**src/rtl/dead_time_generator.sv**
```systemverilog
// Multi-phase dead-time generator: each phase turns a PWM command into
// complementary hs/ls gate drives separated by a programmable dead time.

module dtg_lane #(
  parameter int DTW = 8
) (
  input  logic           clk,
  input  logic           rst,
  input  logic           force_off,
  input  logic           start_ok,
  input  logic           pwm,
  input  logic [DTW-1:0] dt_cfg,
  output logic           hs,
  output logic           ls
);
  typedef enum logic [2:0] {OFF, DT_R, HS_ON, DT_F, LS_ON} state_t;

  state_t         state, state_nxt;
  logic [DTW-1:0] cnt, cnt_nxt, dt_load;

  // Counter holds remaining cycles minus one, so dt_cfg of 0 or 1 both give one cycle.
  assign dt_load = (dt_cfg == '0) ? '0 : dt_cfg - DTW'(1);

  always_comb begin
    state_nxt = state;
    cnt_nxt   = cnt;
    if (force_off) begin
      state_nxt = OFF;
      cnt_nxt   = '0;
    end else begin
      case (state)
        OFF:   if (start_ok) begin state_nxt = DT_F; cnt_nxt = dt_load; end
        LS_ON: if (pwm)      begin state_nxt = DT_R; cnt_nxt = dt_load; end
        HS_ON: if (!pwm)     begin state_nxt = DT_F; cnt_nxt = dt_load; end
        DT_R, DT_F: begin
          if (cnt == '0) state_nxt = pwm ? HS_ON : LS_ON;
          else           cnt_nxt   = cnt - DTW'(1);
        end
        default: begin state_nxt = OFF; cnt_nxt = '0; end
      endcase
    end
  end

  // Gate drives are registered decodes of the next state.
  always_ff @(posedge clk) begin
    if (rst) begin
      state <= OFF;
      cnt   <= '0;
      hs    <= 1'b0;
      ls    <= 1'b0;
    end else begin
      state <= state_nxt;
      cnt   <= cnt_nxt;
      hs    <= (state_nxt == HS_ON);
      ls    <= (state_nxt == LS_ON);
    end
  end
endmodule

module dead_time_generator #(
  parameter int NPHASES = 4,
  parameter int DTW     = 8
) (
  input  logic               clk,
  input  logic               rst,
  input  logic               en,
  input  logic [NPHASES-1:0] pwm_ph,
  input  logic [DTW-1:0]     dt_cfg,
  input  logic               fault,
  input  logic               fault_clr,
  output logic [NPHASES-1:0] hs,
  output logic [NPHASES-1:0] ls,
  output logic               fault_active
);
  logic force_off, start_ok;

  assign force_off = fault | ~en;
  // Latched fault holds channels in OFF until cleared; restart then goes via DT_F.
  assign start_ok  = ~fault_active;

  always_ff @(posedge clk) begin
    if (rst)            fault_active <= 1'b0;
    else if (fault)     fault_active <= 1'b1;
    else if (fault_clr) fault_active <= 1'b0;
  end

  dtg_lane #(.DTW(DTW)) u_lane [NPHASES-1:0] (
    .clk      (clk),
    .rst      (rst),
    .force_off(force_off),
    .start_ok (start_ok),
    .pwm      (pwm_ph),
    .dt_cfg   (dt_cfg),
    .hs       (hs),
    .ls       (ls)
  );
endmodule

```
**config.mk**
```make
export PLATFORM = sky130hd
export DESIGN_NAME = dead_time_generator
export DESIGN_NICKNAME = d
export VERILOG_FILES = /design/src/rtl/dead_time_generator.sv
export SDC_FILE = /design/constraint.sdc
export NUM_CORES = 1
export LEC_CHECK = 0
export ABC_AREA = 1
export CELL_PAD_IN_SITES_DETAIL_PLACEMENT = 1
export CELL_PAD_IN_SITES_GLOBAL_PLACEMENT = 1
export CORE_UTILIZATION = 39
export DETAILED_ROUTE_END_ITERATION = 16
export MAX_ROUTING_LAYER = met4
export PLACE_DENSITY = 0.73
export SYNTH_ARGS = -nofsm -noshare
export SYNTH_HDL_FRONTEND = slang
export SYNTH_HIERARCHICAL = 1
export SYNTH_SLANG_ARGS = --single-unit
```
**constraint.sdc**
```tcl
create_clock -name clk -period 1.6 [get_ports clk]
set_clock_uncertainty 0.15 [all_clocks]
set_input_delay 0.32 -clock clk [delete_from_list [all_inputs] [get_ports clk]]
set_output_delay 0.32 -clock clk [all_outputs]
set_load 0.02 [all_outputs]
```
== Word level (Yosys, flattened, before mapping) ==
Cells that the tools add are included.
Word-level totals
  latch bits: 0
  bits in read-only memories: 0
  word-level logic and storage cells: 131
  register bits after elaboration: 53
  output and inout port bits: 9
  memories: 0
  RAM bits: 0
Cells by class
  $mul: 0
  multiplexer cells: 48
  equal/unequal tests: 40
  bitwise gates (word level): 2
  magnitude comparators: 0
  reductions and logical operators: 19
  add/subtract/negate cells: 5
  div/mod/pow operators: 0
  shifts and indexed selects: 0
Operators with widths (number)
  $pmux W8 S4: 4
  $mux W8: 14
  $mux W3: 24
  $pmux W3 S4: 4
  $logic_not A8 Y1: 5
  $sub A8 B1 Y8 const B: 5
  $eq A3 B2 Y1 const B: 12
  $ne A2 B2 Y1 const B: 16
  $eq A3 B3 Y1 const B: 8
  $reduce_and A4 Y1: 4
  $eq A3 B1 Y1 const B: 4
  $logic_not A3 Y1: 4
  $reduce_or A2 Y1: 5
  $mux W1: 2
  $reduce_bool A2 Y1: 1
  $not A1 Y1: 1
  $or A1 B1 Y1: 1

== Depth between registers and ports, before layout ==
  depth in word-level cells: 5
  gate-level depth with buffers: 10
  gate-level depth less buffers: 10

== By module ==
The synthesis kept the hierarchy.
By module, submodules not included
  dtg_lane at u_lane[1] ...: area each 1106.1 µm², times used 2, seq. area each 260.2 µm², cells each 165
  dtg_lane at u_lane[0]: area each 1026.0 µm², times used 1, seq. area each 260.2 µm², cells each 168
  dtg_lane at u_lane[3]: area each 1003.5 µm², times used 1, seq. area each 260.2 µm², cells each 169
  dead_time_generator: area each 47.5 µm², times used 1, seq. area each 20.0 µm², cells each 7

== Least setup slack after synthesis ==
No wires, ideal clock.
  path type: input to register
  start: input port fault
  end: register u_lane[1].cnt[0]
  cell stages on the path: 5
  arrival time: 1.359 ns
  path slack: 0.022 ns
  path through: inv_1 -> nand2_1 -> or2_2 -> buf_1 -> a21oi_2
On the way
  cells in the longest elaborated chain, start to end: 2
Ends and longest elaborated chain
  from (decl): line 69  | input logic fault,
  $or A1 B1 Y1: line 77  | assign force_off = fault | ~en;
  named net force_off: line 75  | logic force_off, start_ok;
  $reduce_or A2 Y1 (no line)
  to (signal assigned): line 53  | cnt <= cnt_nxt;
  to (decl): line 19  | logic [DTW-1:0] cnt, cnt_nxt, dt_load;
The timed path passes the listed nets, and every way through them passes these cells.
A chain may end at the register's enable or synchronous reset.

== Worst setup path after layout ==
  start: register u_lane[0].cnt[0]
  end: register u_lane[0].cnt[1]
On the way
  cells in the longest elaborated chain, start to end: 3
Ends and longest elaborated chain (line)
  from (decl): 19
  from (signal assigned): 53
  $sub A8 B1 Y8 / $logic_not A8 Y1 (equally long branches): 37, 36
  $mux W8 / $ne A2 B2 Y1 (equally long branches)
  $pmux W8 S4 / $reduce_and A4 Y1 (equally long branches)
Parallel ways exist; a longest one is shown, timed or not. The select of a mux whose other input is x is not followed.

==> results by group <==
Timing
  • Slew headroom: 0.750
  • Final period util: 1.01
  • Final setup violating endpoints: 1
  • Fmax: 619 MHz
  • Hold WS: 0.325 ns
  • Final hold violations: 0
  • Setup ws final: -0.0151 ns
  • Final Critical Period: 1.62 ns
  • Actual slew at the worst max-slew pin: 0.373 ns
  • RSZ-0062 raised after global routing: true
  • Max Slew Vio Count: 0

Clocking
  • Clock sinks: 53
  • Maximum clock insertion buffer count: 2
  • Clock Root Buffer: clkbuf_8
  • Post-CTS Hold Fix Bufs: 0
  • Total CTS buffers: 5
  • Worst-path clk slew: 0.11 ns
  • CTS tree: done
  • Clock Latency Late Sink: 0.33 ns
  • H-tree depth: 2

Final layout
  • Layout cell share with drive strength beyond 1: 0.377
  • Post-route insts no fill: 929
  • # diodes: 0
  • Fillers: 1381
  • Area growth from synthesis to layout: 38.9%
  • Final nets: 826

Synth
  • Sequential area share after synthesis: 0.247
  • Yosys warnings: 6
  • Adder-cell area share of the yosys netlist: 0.0467
  • Synth cell types: 31
  • Post-Synthesis Cells: 674
  • Synth Cell Area: 4290 um^2
  • Syn_nets: 707
  • Mux contribution to synthesized area: 0
  • Post-Synth XOR/XNOR Area: 0.0225
  • Seq cells post-synth: 53
  • Syn Area/Cell: 6.36 um^2
  • Post-synthesis compound-gate area fraction: 0.116
  • Simple-gate share of the synthesized area: 0.483
  • Main combinational cell family by area after synthesis: simple AND/OR/NAND/NOR gates

Placement
  • Gpl congestion: 0.816
  • Inst Count DP: 905
  • HPWL Detailed: 10500 um
  • IO Port Bufs: 25

Die
  • Die Span Y: 107 um
  • Row cnt: 37
  • Initial Utilization: 0.408
  • Ports: 26
  • Die ar.: 11400 um^2
  • Core area: 10500 um^2
  • Die W: 107 um

Worst hold path
  • Hold path cells: 2
  • Min-Delay Path Class: reg2reg

Routing
  • First-pass iteration count of the detailed router: 4
  • DRC: 0
  • Final ANT Viol Nets: 0
  • Final WL: 14500 um
  • DRT iter0 DRCs: 161
  • Via density per instance: 5.18
  • DR vias: 4812
  • Routed len/inst: 15.7 um

GRT
  • Number of global-route vias before repair: 5080
  • Initial antenna violation count: 0
  • Largest net degree at the start of global routing: 16
  • GR Util All Layers: 0.266
  • Overflow after GRT: 0
  • First-pass GRT wire length: 23600 um

Pwr
  • Leak: 2.78 nW
  • Power density cells: 616 nW/um^2
  • Max rail drop VDD: 0.000377 V

Setup path
  • Crit path arrival time: 1.73 ns
  • CP Data Required Time: 1.71 ns
  • Crit path max fanout: 8
  • Crit Path Class: reg2reg
  • Crit path launch type: register
  • R2R depth: 9
  • Setup crit end kind: register

Flow run
  • Max-Cap Viols: 0

Outcome
  • Status: finished with violations
  • Failing checks: negative setup slack
flip-flops by register name, summed over array words and instances (netlist names):
name,cells
fault_active,1
u_lane/ls,4
u_lane/cnt,32
u_lane/hs,4
u_lane/state,12
per-layer routing:
layer | up-vias | routed length (um) | GRT usage
met1 | 2333 | 6380 | 0.312
met3 | 25 | 373 | 0.0304
met2 | 60 | 7500 | 0.482
met4 | 0 | 295 | 0.0626
li1 | 2394 | - | -
met5 | - | 0 | -
metrics by stage:
stage	cell area (um^2)	TNS [ns]	power [W]	utilization	worst slack (ns)
detailed placement	5310	-22.67	0.00256	0.505	-0.766
CTS	5640	0	0.00358	0.536	0.000981
global placement	5310	-19.68	0.00252	0.505	-0.665
global route	5960	-0.861	0.00390	0.567	-0.0998
finish	5960	-0.0151	0.00367	0.567	-0.0151
floorplan	4290	0	0.00211	-	0.0218
cells in the final DEF (no fill, tap or decap), types with 10 or more instances in the layout:
master | netlist | final
nor2_2 | 11 | 16
buf_4 | 0 | 75
nor2_1 | 73 | 55
inv_1 | 79 | 65
nand3_1 | 66 | 57
nand3_2 | 4 | 12
nor2_4 | 7 | 22
nand4_1 | 11 | 11
inv_2 | 13 | 25
dfxtp_2 | 0 | 15
o21ai_0 | 14 | 10
dfxtp_1 | 53 | 38
a21oi_2 | 17 | 21
dlygate4sd2_1 | 0 | 12
a21oi_1 | 23 | 19
nand2_4 | 11 | 10
nand2_1 | 181 | 168
nand2_2 | 30 | 42
timing repair:
action                     in CTS  in global routing
gates resized for setup        60                 89
pin swaps                      17                 28
setup endpoints to repair      45                 41
gates cloned                    5                  0
buffers inserted                5                  7
logic make-up after synthesis:
logic type | Yosys count
AND/OR/NAND/NOR | 420
buffers and inverters | 96
AO/OA/AOI/OAI | 78
flip-flops | 53
adder cells (fa/ha/maj) | 16
XOR/XNOR | 11
power by group:
group          total, W  internal (W)  switching (W)
clock network  0.000948      0.000456       0.000492
logic           0.00132      0.000554       0.000762
registers       0.00140       0.00136      0.0000433
worst paths after layout:
check	from	endpoint	slack, ns
max	u_lane[0]/cnt[0]	u_lane[0]/cnt[1]	-0.02
min reg2reg	u_lane[0]/cnt[1]	u_lane[0]/cnt[1]	0.33
max reg2reg	u_lane[0]/cnt[0]	u_lane[0]/cnt[1]	-0.02
min	u_lane[0]/cnt[1]	u_lane[0]/cnt[1]	0.33
worst max-delay path, stage by stage, from the launching register on:
cell      delay, ns
dfxtp_2        0.38
inv_2          0.06
ha_4           0.16
nand2_4        0.08
nor2_4         0.04
nand2_4        0.09
clkinv_4       0.07
nor2_4         0.26
o21ai_2        0.11
a21oi_1        0.15
cell usage after synthesis:
| cell | number | share of area |
|---|---|---|
| nand2_1 | 181 | 0.16 |
| inv_1 | 79 | 0.069 |
| nor2_1 | 73 | 0.064 |
| nand3_1 | 66 | 0.077 |
| dfxtp_1 | 53 | 0.25 |
| nand2_2 | 30 | 0.044 |
| a21oi_1 | 23 | 0.027 |
| a21oi_2 | 17 | 0.035 |
| ha_1 | 16 | 0.047 |
| o21ai_0 | 14 | 0.016 |
| inv_2 | 13 | 0.011 |
| nor3_1 | 13 | 0.015 |
| nand2_4 | 11 | 0.029 |
| nand4_1 | 11 | 0.016 |
| nor2_2 | 11 | 0.016 |
| o21ai_1 | 9 | 0.011 |
| o21bai_1 | 8 | 0.014 |
| nor2_4 | 7 | 0.018 |
| xnor2_1 | 6 | 0.012 |
| xor2_1 | 5 | 0.010 |
| a211oi_1 | 4 | 0.0070 |
| nand3_2 | 4 | 0.0093 |
| buf_1 | 3 | 0.0026 |
| nand4_2 | 3 | 0.0088 |
| nor3_2 | 3 | 0.0070 |
| o21ai_2 | 3 | 0.0061 |
| or2_2 | 3 | 0.0044 |
| nor2_8 | 2 | 0.0093 |
| clkinv_4 | 1 | 0.0020 |
| nand4_4 | 1 | 0.0050 |
| nor4_1 | 1 | 0.0015 |
cell type report:
cell class | instances | area [um^2] | area share
clock inverters | 2 | 35.0 | 0.00588
inverters | 93 | 360 | 0.0605
flip-flops and latches | 53 | 1080 | 0.181
repair buffers | 113 | 1000 | 0.168
multi-input cells | 527 | 3240 | 0.544
clock buffers | 5 | 68.8 | 0.0116
well taps | 136 | 170 | 0.0286
Note: power is estimated with default switching activity, not from simulation.
